==> src/rtl/phy_apb_pkg.sv <==
// Shared definitions for the PHY APB completer: width defaults, register
// addresses, register bit positions and the transfer FSM state encoding.
package phy_apb_pkg;

  localparam int unsigned AWIDTH_DEF = 18;
  localparam int unsigned DWIDTH_DEF = 32;
  localparam int unsigned REG_W      = 32;
  localparam int unsigned WAIT_CNT_W = 4;

  localparam logic [17:0] ADDR_SCRATCH = 18'h3_0060;
  localparam logic [17:0] ADDR_STATUS  = 18'h3_0064;
  localparam logic [17:0] ADDR_CTRL    = 18'h3_0068;

  localparam int unsigned STATUS_INIT_BIT = 0;
  localparam int unsigned STATUS_CNT_LSB  = 16;
  localparam int unsigned STATUS_CNT_W    = 16;
  localparam int unsigned CTRL_LANE_LSB   = 0;
  localparam int unsigned CTRL_LANE_W     = 4;
  localparam int unsigned CTRL_START_BIT  = 28;

  typedef enum logic [1:0] {
    ST_IDLE   = 2'd0,
    ST_ACCESS = 2'd1,
    ST_RESP   = 2'd2
  } state_e;

endpackage

==> src/rtl/phy_apb_regbank.sv <==
// Register storage and address decode for the PHY APB completer.
// Ports:
//   clk, rst            - clock, synchronous active-high reset
//   addr_i, wdata_i     - latched transfer address / write data
//   write_i             - latched transfer direction (1 = write)
//   commit_i            - high on the RESP cycle of a non-aborted transfer
//   uc_init_complete_i  - microcontroller init-done level
//   rdata_c_o, err_c_o  - combinational read data / error decode of addr_i
//   lane_cfg_o          - CTRL lane configuration
//   uc_start_o          - one-cycle start pulse after a CTRL start write
// Requires DWIDTH >= 32.
module phy_apb_regbank
  import phy_apb_pkg::*;
#(
  parameter int unsigned AWIDTH = AWIDTH_DEF,
  parameter int unsigned DWIDTH = DWIDTH_DEF
) (
  input  logic                   clk,
  input  logic                   rst,
  input  logic [AWIDTH-1:0]      addr_i,
  input  logic [DWIDTH-1:0]      wdata_i,
  input  logic                   write_i,
  input  logic                   commit_i,
  input  logic                   uc_init_complete_i,
  output logic [DWIDTH-1:0]      rdata_c_o,
  output logic                   err_c_o,
  output logic [CTRL_LANE_W-1:0] lane_cfg_o,
  output logic                   uc_start_o
);

  logic [REG_W-1:0]        scratch_q;
  logic                    init_done_q;
  logic                    init_prev_q;
  logic [STATUS_CNT_W-1:0] xfer_cnt_q;
  logic [CTRL_LANE_W-1:0]  lane_cfg_q;
  logic                    uc_start_q;

  logic                    sel_scratch_c;
  logic                    sel_status_c;
  logic                    sel_ctrl_c;
  logic [REG_W-1:0]        rdata32_c;
  logic                    err_c;
  logic [REG_W-1:0]        wdata32_c;
  logic                    wr_c;
  logic                    init_rise_c;

  assign sel_scratch_c = (addr_i == AWIDTH'(ADDR_SCRATCH));
  assign sel_status_c  = (addr_i == AWIDTH'(ADDR_STATUS));
  assign sel_ctrl_c    = (addr_i == AWIDTH'(ADDR_CTRL));
  assign wdata32_c     = REG_W'(wdata_i);

  // Read mux and error decode; errors always read back as zero.
  always_comb begin
    rdata32_c = '0;
    err_c     = 1'b0;
    if (addr_i[1:0] != 2'b00) begin
      err_c = 1'b1;
    end else if (sel_scratch_c) begin
      rdata32_c = scratch_q;
    end else if (sel_status_c) begin
      rdata32_c[STATUS_CNT_LSB +: STATUS_CNT_W] = xfer_cnt_q;
      rdata32_c[STATUS_INIT_BIT]                = init_done_q;
    end else if (sel_ctrl_c) begin
      rdata32_c[CTRL_LANE_LSB +: CTRL_LANE_W] = lane_cfg_q;
    end else begin
      err_c = 1'b1;
    end
  end

  assign wr_c        = commit_i && write_i && !err_c;
  assign init_rise_c = uc_init_complete_i && !init_prev_q;

  // Register state; a rising init edge beats a same-cycle W1C.
  always_ff @(posedge clk) begin
    if (rst) begin
      scratch_q   <= '0;
      init_done_q <= 1'b0;
      init_prev_q <= 1'b0;
      xfer_cnt_q  <= '0;
      lane_cfg_q  <= '0;
      uc_start_q  <= 1'b0;
    end else begin
      init_prev_q <= uc_init_complete_i;
      uc_start_q  <= 1'b0;
      if (wr_c && sel_scratch_c) begin
        scratch_q <= wdata32_c;
      end
      if (wr_c && sel_ctrl_c) begin
        lane_cfg_q <= wdata32_c[CTRL_LANE_LSB +: CTRL_LANE_W];
        uc_start_q <= wdata32_c[CTRL_START_BIT];
      end
      if (init_rise_c) begin
        init_done_q <= 1'b1;
      end else if (wr_c && sel_status_c && wdata32_c[STATUS_INIT_BIT]) begin
        init_done_q <= 1'b0;
      end
      if (commit_i && !err_c) begin
        xfer_cnt_q <= xfer_cnt_q + STATUS_CNT_W'(1);
      end
    end
  end

  assign rdata_c_o  = DWIDTH'(rdata32_c);
  assign err_c_o    = err_c;
  assign lane_cfg_o = lane_cfg_q;
  assign uc_start_o = uc_start_q;

endmodule

==> src/rtl/phy_apb_completer.sv <==
// APB3 completer for the PHY control registers (SCRATCH, STATUS, CTRL).
// Ports:
//   clk, rst                   - clock, synchronous active-high reset
//   paddr, psel, penable,
//   pwrite, pwdata             - APB3 requester inputs
//   prdata, pready, pslverr    - registered APB3 response
//   uc_init_complete           - microcontroller init-done level
//   uc_start                   - one-cycle microcontroller start pulse
//   lane_cfg                   - lane configuration from CTRL
module phy_apb_completer
  import phy_apb_pkg::*;
#(
  parameter int unsigned AWIDTH      = AWIDTH_DEF,
  parameter int unsigned DWIDTH      = DWIDTH_DEF,
  parameter int unsigned WAIT_STATES = 2
) (
  input  logic              clk,
  input  logic              rst,
  input  logic [AWIDTH-1:0] paddr,
  input  logic              psel,
  input  logic              penable,
  input  logic              pwrite,
  input  logic [DWIDTH-1:0] pwdata,
  output logic [DWIDTH-1:0] prdata,
  output logic              pready,
  output logic              pslverr,
  input  logic              uc_init_complete,
  output logic              uc_start,
  output logic [3:0]        lane_cfg
);

  state_e                  state_q;
  logic [AWIDTH-1:0]       addr_q;
  logic [DWIDTH-1:0]       wdata_q;
  logic                    write_q;
  logic [WAIT_CNT_W-1:0]   cnt_q;
  logic [DWIDTH-1:0]       prdata_q;
  logic                    pready_q;
  logic                    pslverr_q;

  logic [DWIDTH-1:0]       rdata_c;
  logic                    err_c;
  logic                    commit_c;

  // Writes and the transfer count only take effect if psel holds through RESP.
  assign commit_c = (state_q == ST_RESP) && psel;

  // Transfer FSM with registered response; prdata is zero unless pready.
  always_ff @(posedge clk) begin
    if (rst) begin
      state_q   <= ST_IDLE;
      addr_q    <= '0;
      wdata_q   <= '0;
      write_q   <= 1'b0;
      cnt_q     <= '0;
      prdata_q  <= '0;
      pready_q  <= 1'b0;
      pslverr_q <= 1'b0;
    end else begin
      prdata_q  <= '0;
      pready_q  <= 1'b0;
      pslverr_q <= 1'b0;
      case (state_q)
        ST_IDLE: begin
          if (psel && !penable) begin
            addr_q  <= paddr;
            wdata_q <= pwdata;
            write_q <= pwrite;
            cnt_q   <= '0;
            state_q <= ST_ACCESS;
          end
        end
        ST_ACCESS: begin
          if (!psel) begin
            state_q <= ST_IDLE;
          end else begin
            cnt_q <= cnt_q + WAIT_CNT_W'(1);
            if (cnt_q == WAIT_CNT_W'(WAIT_STATES)) begin
              state_q   <= ST_RESP;
              pready_q  <= 1'b1;
              pslverr_q <= err_c;
              prdata_q  <= rdata_c;
            end
          end
        end
        ST_RESP: begin
          state_q <= ST_IDLE;
        end
        default: begin
          state_q <= ST_IDLE;
        end
      endcase
    end
  end

  phy_apb_regbank #(
    .AWIDTH (AWIDTH),
    .DWIDTH (DWIDTH)
  ) u_regbank (
    .clk                (clk),
    .rst                (rst),
    .addr_i             (addr_q),
    .wdata_i            (wdata_q),
    .write_i            (write_q),
    .commit_i           (commit_c),
    .uc_init_complete_i (uc_init_complete),
    .rdata_c_o          (rdata_c),
    .err_c_o            (err_c),
    .lane_cfg_o         (lane_cfg),
    .uc_start_o         (uc_start)
  );

  assign prdata  = prdata_q;
  assign pready  = pready_q;
  assign pslverr = pslverr_q;

endmodule

==> config.mk <==
export PLATFORM = sky130hd
export DESIGN_NAME = phy_apb_completer
export DESIGN_NICKNAME = d
export VERILOG_FILES = /design/src/rtl/phy_apb_pkg.sv /design/src/rtl/phy_apb_regbank.sv /design/src/rtl/phy_apb_completer.sv
export SDC_FILE = /design/constraint.sdc
export NUM_CORES = 1
export LEC_CHECK = 0
export ABC_CLOCK_PERIOD_IN_PS = 2630
export BUFFER_PORTS_ARGS = -buffer_cell sky130_fd_sc_hd__buf_2
export CORE_AREA = 4 4 125 127
export CTS_CLUSTER_SIZE = 25
export DETAILED_ROUTE_END_ITERATION = 7
export DIE_AREA = 0 0 129 131
export PLACE_DENSITY = 0.63
export SKIP_LAST_GASP = 1
export SLEW_MARGIN = 10
export SYNTH_ARGS = -nofsm -noshare
export SYNTH_HDL_FRONTEND = slang
export SYNTH_SLANG_ARGS = --single-unit
export TNS_END_PERCENT = 5
==> constraint.sdc <==
create_clock -name clk -period 2.63 [get_ports clk]
set_input_delay 0.1315 -clock clk [delete_from_list [all_inputs] [get_ports clk]]
set_output_delay 0.1315 -clock clk [all_outputs]
set_load 0.01 [all_outputs]
==> results of run 1 <==
==> cells in the mapped netlist <==
cell	number
or4_1	15
clkinv_1	1
nor3b_1	12
nor4bb_1	1
or3b_2	1
mux2i_1	20
inv_1	5
and3_1	2
nand2_1	110
or4b_2	2
a31oi_1	1
nand4_1	42
or4_4	2
nor2_1	24
o21ai_0	39
nor4b_1	3
or4b_4	1
o31ai_1	13
ha_1	3
nor2b_1	1
nor3_1	9
nand2b_1	1
buf_1	3
nor4_2	1
and3b_1	1
or4bb_1	1
a41o_1	1
buf_6	3
dfxtp_1	146
nand3_1	6
and4_1	2
and2_1	2
xor2_1	2
a21oi_1	108
nand3b_1	2
clkbuf_1	47
a21boi_0	1
or3_1	2
==> what timing repair did <==
item                      4_1_cts  5_1_grt
hold endpoints to repair       53        0
buffers inserted                0        0
hold buffers                   52        0
==> cell type report <==
class | instances | area, sq um
fill | 1364 | 7160
sequential | 146 | 2920
multi-input combinational | 431 | 2390
timing repair buffer | 163 | 1120
clock buffer | 19 | 433
tap | 184 | 230
clock inverter | 13 | 138
inverter | 6 | 22.5
==> layer usage <==
metal	wire (um)	global-route usage
met1	6440	0.221
met2	7120	0.298
met3	716	0.0370
met4	272	0.0686
met5	0	0
==> state kept, by name, summed over array words and instances, names as in the netlist <==
signal,cells
state_q,2
prdata,32
pready,1
u_regbank.uc_start_o,1
u_regbank.scratch_q,32
write_q,1
wdata_q,32
u_regbank.lane_cfg_o,4
cnt_q,4
pslverr,1
addr_q,18
u_regbank.xfer_cnt_q,16
u_regbank.init_prev_q,1
u_regbank.init_done_q,1
==> through the flow <==
stage,hold WS (ps),area (sq um),setup WS (ps),util,instances
floorplan,260,5540,326,-,636
global placement,376,6170,207,0.428,878
detailed placement,379,6170,171,0.428,878
CTS,27.2,7260,157,0.503,962
global route,37.4,7260,18.4,0.503,962
finish,38.9,7260,157,0.503,962
==> power by group through the flow <==
stage	clock network (uW)	logic [uW]	registers, uW
floorplan	0	131	2320
global placement	0	196	2330
detailed placement	0	202	2330
CTS	2350	261	2280
global route	2450	291	2290
finish	2320	262	2280
==> logic make-up after synthesis <==
group | after synthesis
AND/OR/NAND/NOR | 243
AO/OA/AOI/OAI | 163
flip-flops | 146
buffers and inverters | 59
multiplexers | 20
adder cells (fa/ha/maj) | 3
XOR/XNOR | 2
==> worst max-delay path: stages, from the launching register on <==
cell	delay, ps
dfxtp_1	310
or4_4	560
or4_4	780
or4_1	580
a21oi_1	150
==> worst max-delay path by stage <==
stage | depth (start not counted) | to | slack [ps]
global route | 4 | u_regbank.xfer_cnt_q[15]$_SDFFE_PP0P_ | 20
global placement | 4 | u_regbank.xfer_cnt_q[6]$_SDFFE_PP0P_ | 210
finish | 4 | u_regbank.xfer_cnt_q[12]$_SDFFE_PP0P_ | 160
floorplan | 6 | u_regbank.xfer_cnt_q[13]$_SDFFE_PP0P_ | 330
CTS | 4 | u_regbank.xfer_cnt_q[4]$_SDFFE_PP0P_ | 160
detailed placement | 4 | u_regbank.xfer_cnt_q[4]$_SDFFE_PP0P_ | 170
==> run metrics, run 1 <==
status finished, final reports clean; Synth Area in Adders 0.00678; total power 4860 uW; # DRC 0; maximum VDD drop 0.340 mV; wire per inst 15.1 um; Vias 5,138; drt pass-1 iters 4; layout cell share with drive strength beyond 1 0.194; Die ar. 0.0169 sq mm; Hold Path Stages 3; P_int 3770 uW; critical path class register to register; net switching power 1090 uW; Placer Congestion 0.806; Synth Warn # 0; n_diodes 0; MaxCap Viol Count 0; Synth Net Count 695; Worst Skew 6.31 ps; top cell type's share of synthesized area 0.528; post_cts resized 0; Mapped Area 0.00554 sq mm; fmax 404 MHz; Critical Path End Type register; Compound-Gate Fraction of Synth Area 0.155; TNS Setup 0 ps; area grow syn2layout 31.1%; first-pass GRT wire length 24,000 um; post-synthesis mux area share 0.0361; Slew Limit Fails 0; Via density 5.34; sequential share of power 0.470; register area share after synthesis 0.528; Synth Area in XOR/XNOR 0.00316; Logic pwr share 0.054; largest family of logic cells by synthesized area simple AND/OR/NAND/NOR gates; number of I/O pins 95; Yosys cell types 38; CP startpoint addr_q[10]$_SDFFE_PP0P_; Worst EP required 2960 ps; Hold/Removal Path Class primary input to register; final WL 14,600 um; Setup violations, final 0; Worst Hold Endpoint pready$_SDFF_PP0_; remaining global-route overflow 0; RSZ-0062 raised after global routing false; R2R cell count 4; worst flop-to-flop path endpoint u_regbank.xfer_cnt_q[12]$_SDFFE_PP0P_; TritonCTS Buffers 17; initial antenna violation count 0; Final Cycle Share 0.940; NumNets Final 824; Sw Ratio 0.224; Hold Fails Final Rpt 0; cell count after synthesis 636; most frequent cells in the layout dfxtp_1, nand2_1, a21oi_1, buf_2, dlygate4sd3_1; largest net degree at the start of global routing 113; Slew headroom 0.238; Total Routing Usage GR 0.176; worst-case clock buffer depth 2; Final ANT Viol Nets 0; commonest non-fill, non-tap cell in the layout dfxtp_1; Crit path arrival time 2800 ps; CP max FO 49; Row Count 44; Clk pwr share 0.476; total core area 0.0144 sq mm; H-tree levels 4; TritonCTS Sinks 146; internal reg-to-reg setup slack 160 ps; port buffer count 94; vias in the first global route 5,055; PD cells 670 mW/mm^2; Starting DRT DRC Count 244; Leak 0.00263 uW; root buf cell clkbuf_16; CTS tree done; syn_area_per_cell 8.71 sq um; Hold Crit Start rst; chip width 129 um; detailed-placement wirelength estimate 9270 um; Synth Area in Simple Gates 0.227; fin crit period 2470 ps; area leader, netlist dfxtp_1; chip height 131 um; CTS clk-pin slew, worst paths 60 ps; flop and latch count out of synthesis 146; Area contributors post-synth dfxtp_1, a21oi_1, nand2_1, nand4_1, mux2i_1; worst reg2reg startpoint addr_q[10]$_SDFFE_PP0P_; measured slew at the worst slew-check pin 1140 ps; CP Launch Type register; initial core utilization 0.384; insertion delay to the later sink of the worst-skew pair 410 ps
Power figures use the tool's default switching activity.
==> run 2, diff against run 1 <==
- CTS_BUF_LIST: not set -> sky130_fd_sc_hd__clkbuf_8 sky130_fd_sc_hd__clkbuf_16
==> run 2 against run 1 <==
Against the previous run:
- critical path depth did not move
- via count fell by 0.54%
- wire length barely moved
- setup slack improved by 6.5 ps
- die area did not move
- fmax rose by 0.26%
- flip-flop and latch count did not move
- register-to-register slack barely moved
- largest cell class unchanged
- highest routed layer unchanged
==> run metrics, run 2 (synthesized netlist as in run 1, its figures left out) <==
status finished, final reports clean (unchanged); chip height 131 um (unchanged); Buf/Inv on CP 0 (unchanged); Vias 5,110 (was 5,138); Fill cells 1,364 (unchanged); Logic pwr share 0.054 (about the same); Final Cycle Share 0.938 (was 0.940); Slew Limit Fails 0 (unchanged); Total Routing Usage GR 0.176 (about the same); CP dominant cell by count or4_4 (unchanged); Leak 0.00264 uW (was 0.00263 uW); TNS Setup 0 ps (unchanged); Clk pwr share 0.476 (about the same); layout cell share with drive strength beyond 1 0.194 (unchanged); CTS tree done (unchanged); R2R cell count 4 (unchanged); Starting DRT DRC Count 254 (was 244); insertion delay to the later sink of the worst-skew pair 420 ps (was 410 ps); measured slew at the worst slew-check pin 1150 ps (was 1140 ps); most frequent cells in the layout dfxtp_1, nand2_1, a21oi_1, buf_2, dlygate4sd3_1 (unchanged); MaxCap Viol Count 0 (unchanged); final WL 14,600 um (about the same); P_int 3770 uW (about the same); Crit path arrival time 2800 ps (about the same); n_diodes 0 (unchanged); worst-case clock buffer depth 2 (unchanged); Util after Layout 0.503 (unchanged); Sw Ratio 0.224 (about the same); internal reg-to-reg setup slack 160 ps (about the same); H-tree levels 4 (unchanged); Die ar. 0.0169 sq mm (unchanged); FF/Latch Area 0.00292 sq mm (unchanged); placed inst area 0.00617 sq mm (unchanged); final instance area 0.00726 sq mm (unchanged); initial core utilization 0.384 (unchanged); Placer Congestion 0.806 (unchanged); RSZ-0062 raised after global routing false (unchanged); net switching power 1090 uW (about the same); Worst Skew 12.5 ps (was 6.31 ps); chip width 129 um (unchanged); slowest stage cell on the critical path or4_4 (unchanged); Critical Path End Type register (unchanged); worst hold margin 44.2 ps (was 38.9 ps); remaining global-route overflow 0 (unchanged); initial antenna violation count 0 (unchanged); Via density 5.31 (was 5.34); detailed-placement wirelength estimate 9270 um (unchanged); PD cells 669 mW/mm^2 (was 670 mW/mm^2); # DRC 0 (unchanged); total core area 0.0144 sq mm (unchanged); Hold Fails Final Rpt 0 (unchanged); critical path class register to register (unchanged); Final ANT Viol Nets 0 (unchanged); post_cts resized 0 (unchanged); largest net degree at the start of global routing 113 (unchanged); CP Launch Type register (unchanged); CP max FO 49 (unchanged); vias in the first global route 5,054 (was 5,055); Setup violations, final 0 (unchanged); Hold/Removal Path Class primary input to register (unchanged); fmax 405 MHz (was 404 MHz); Worst path depth 4 (unchanged); Worst EP required 2960 ps (about the same); port buffer count 94 (unchanged); root buf cell clkbuf_16 (unchanged); area grow syn2layout 31.1% (unchanged); drt pass-1 iters 5 (was 4); wire per inst 15.1 um (about the same); family with the most delay on the worst path simple AND/OR/NAND/NOR gates (unchanged); TritonCTS Buffers 17 (unchanged); TritonCTS Sinks 146 (unchanged); total power 4860 uW (about the same); Cell Chain, Critical Path or4_4, or4_4, or4_1, a21oi_1 (unchanged); Row Count 44 (unchanged); maximum VDD drop 0.339 mV (was 0.340 mV); sequential share of power 0.470 (about the same); Hold Path Stages 3 (unchanged); commonest non-fill, non-tap cell in the layout dfxtp_1 (unchanged); multi-input logic area 0.00239 sq mm (unchanged); first-pass GRT wire length 24,000 um (about the same); max incr delay on CP 780 ps (about the same); NumNets Final 824 (unchanged); number of I/O pins 95 (unchanged); CTS clk-pin slew, worst paths 60 ps (about the same); fin crit period 2470 ps (about the same); Slew headroom 0.233 (was 0.238)
==> run 2: cell count changes in the layout (fill, tap and decap cells not counted) <==
cell and delta:
inv_1 +2, clkbuf_1 -2
==> run 2: final cells by class <==
| type | instances | area share |
|---|---|---|
| timing repair buffer | 163 | 0.154 |
| tap | 184 | 0.0317 |
| clock inverter | 15 | 0.0200 |
| sequential | 146 | 0.403 |
| multi-input combinational | 431 | 0.329 |
| clock buffer | 17 | 0.0586 |
| inverter | 6 | 0.00310 |
==> run 2: worst paths after layout <==
check | endpoint | from
hold reg to reg | addr_q[14]$_SDFFE_PP0P_ | addr_q[14]$_SDFFE_PP0P_
setup reg to reg | u_regbank.xfer_cnt_q[4]$_SDFFE_PP0P_ | addr_q[10]$_SDFFE_PP0P_
hold / removal | pready$_SDFF_PP0_ | rst
setup / recovery | u_regbank.xfer_cnt_q[4]$_SDFFE_PP0P_ | addr_q[10]$_SDFFE_PP0P_
==> run 2: timing repair <==
action	4_1_cts	5_1_grt
endpoints found under the hold margin	53	0
buffers inserted	0	0
hold buffers	52	0
==> run 2: worst min-delay path, cell delays in order <==
cell,delay (ps)
buf_4,80
nor3_1,40
buf_4,140
==> run 2: routing by layer <==
layer  wire [um]  vias to the layer above  GRT usage
li1            -                     2518          -
met1        6380                     2439      0.221
met2        7350                      137      0.298
met3         645                       16     0.0370
met4         176                        0     0.0686
met5           0                        -          0
==> run 2: per-stage QoR <==
stage | worst slack, ps | cells
floorplan | 326 | 636
global placement | 207 | 878
detailed placement | 171 | 878
CTS | 157 | 962
global route | 18.4 | 962
finish | 163 | 962
==> run 2: power groups by stage <==
stage | clock (uW) | sequential (uW) | combinational, uW
after floorplan | 0 | 2320 | 131
after global placement | 0 | 2330 | 196
after detailed placement | 0 | 2330 | 202
after CTS | 2350 | 2280 | 261
after global routing | 2450 | 2290 | 291
final | 2310 | 2280 | 262
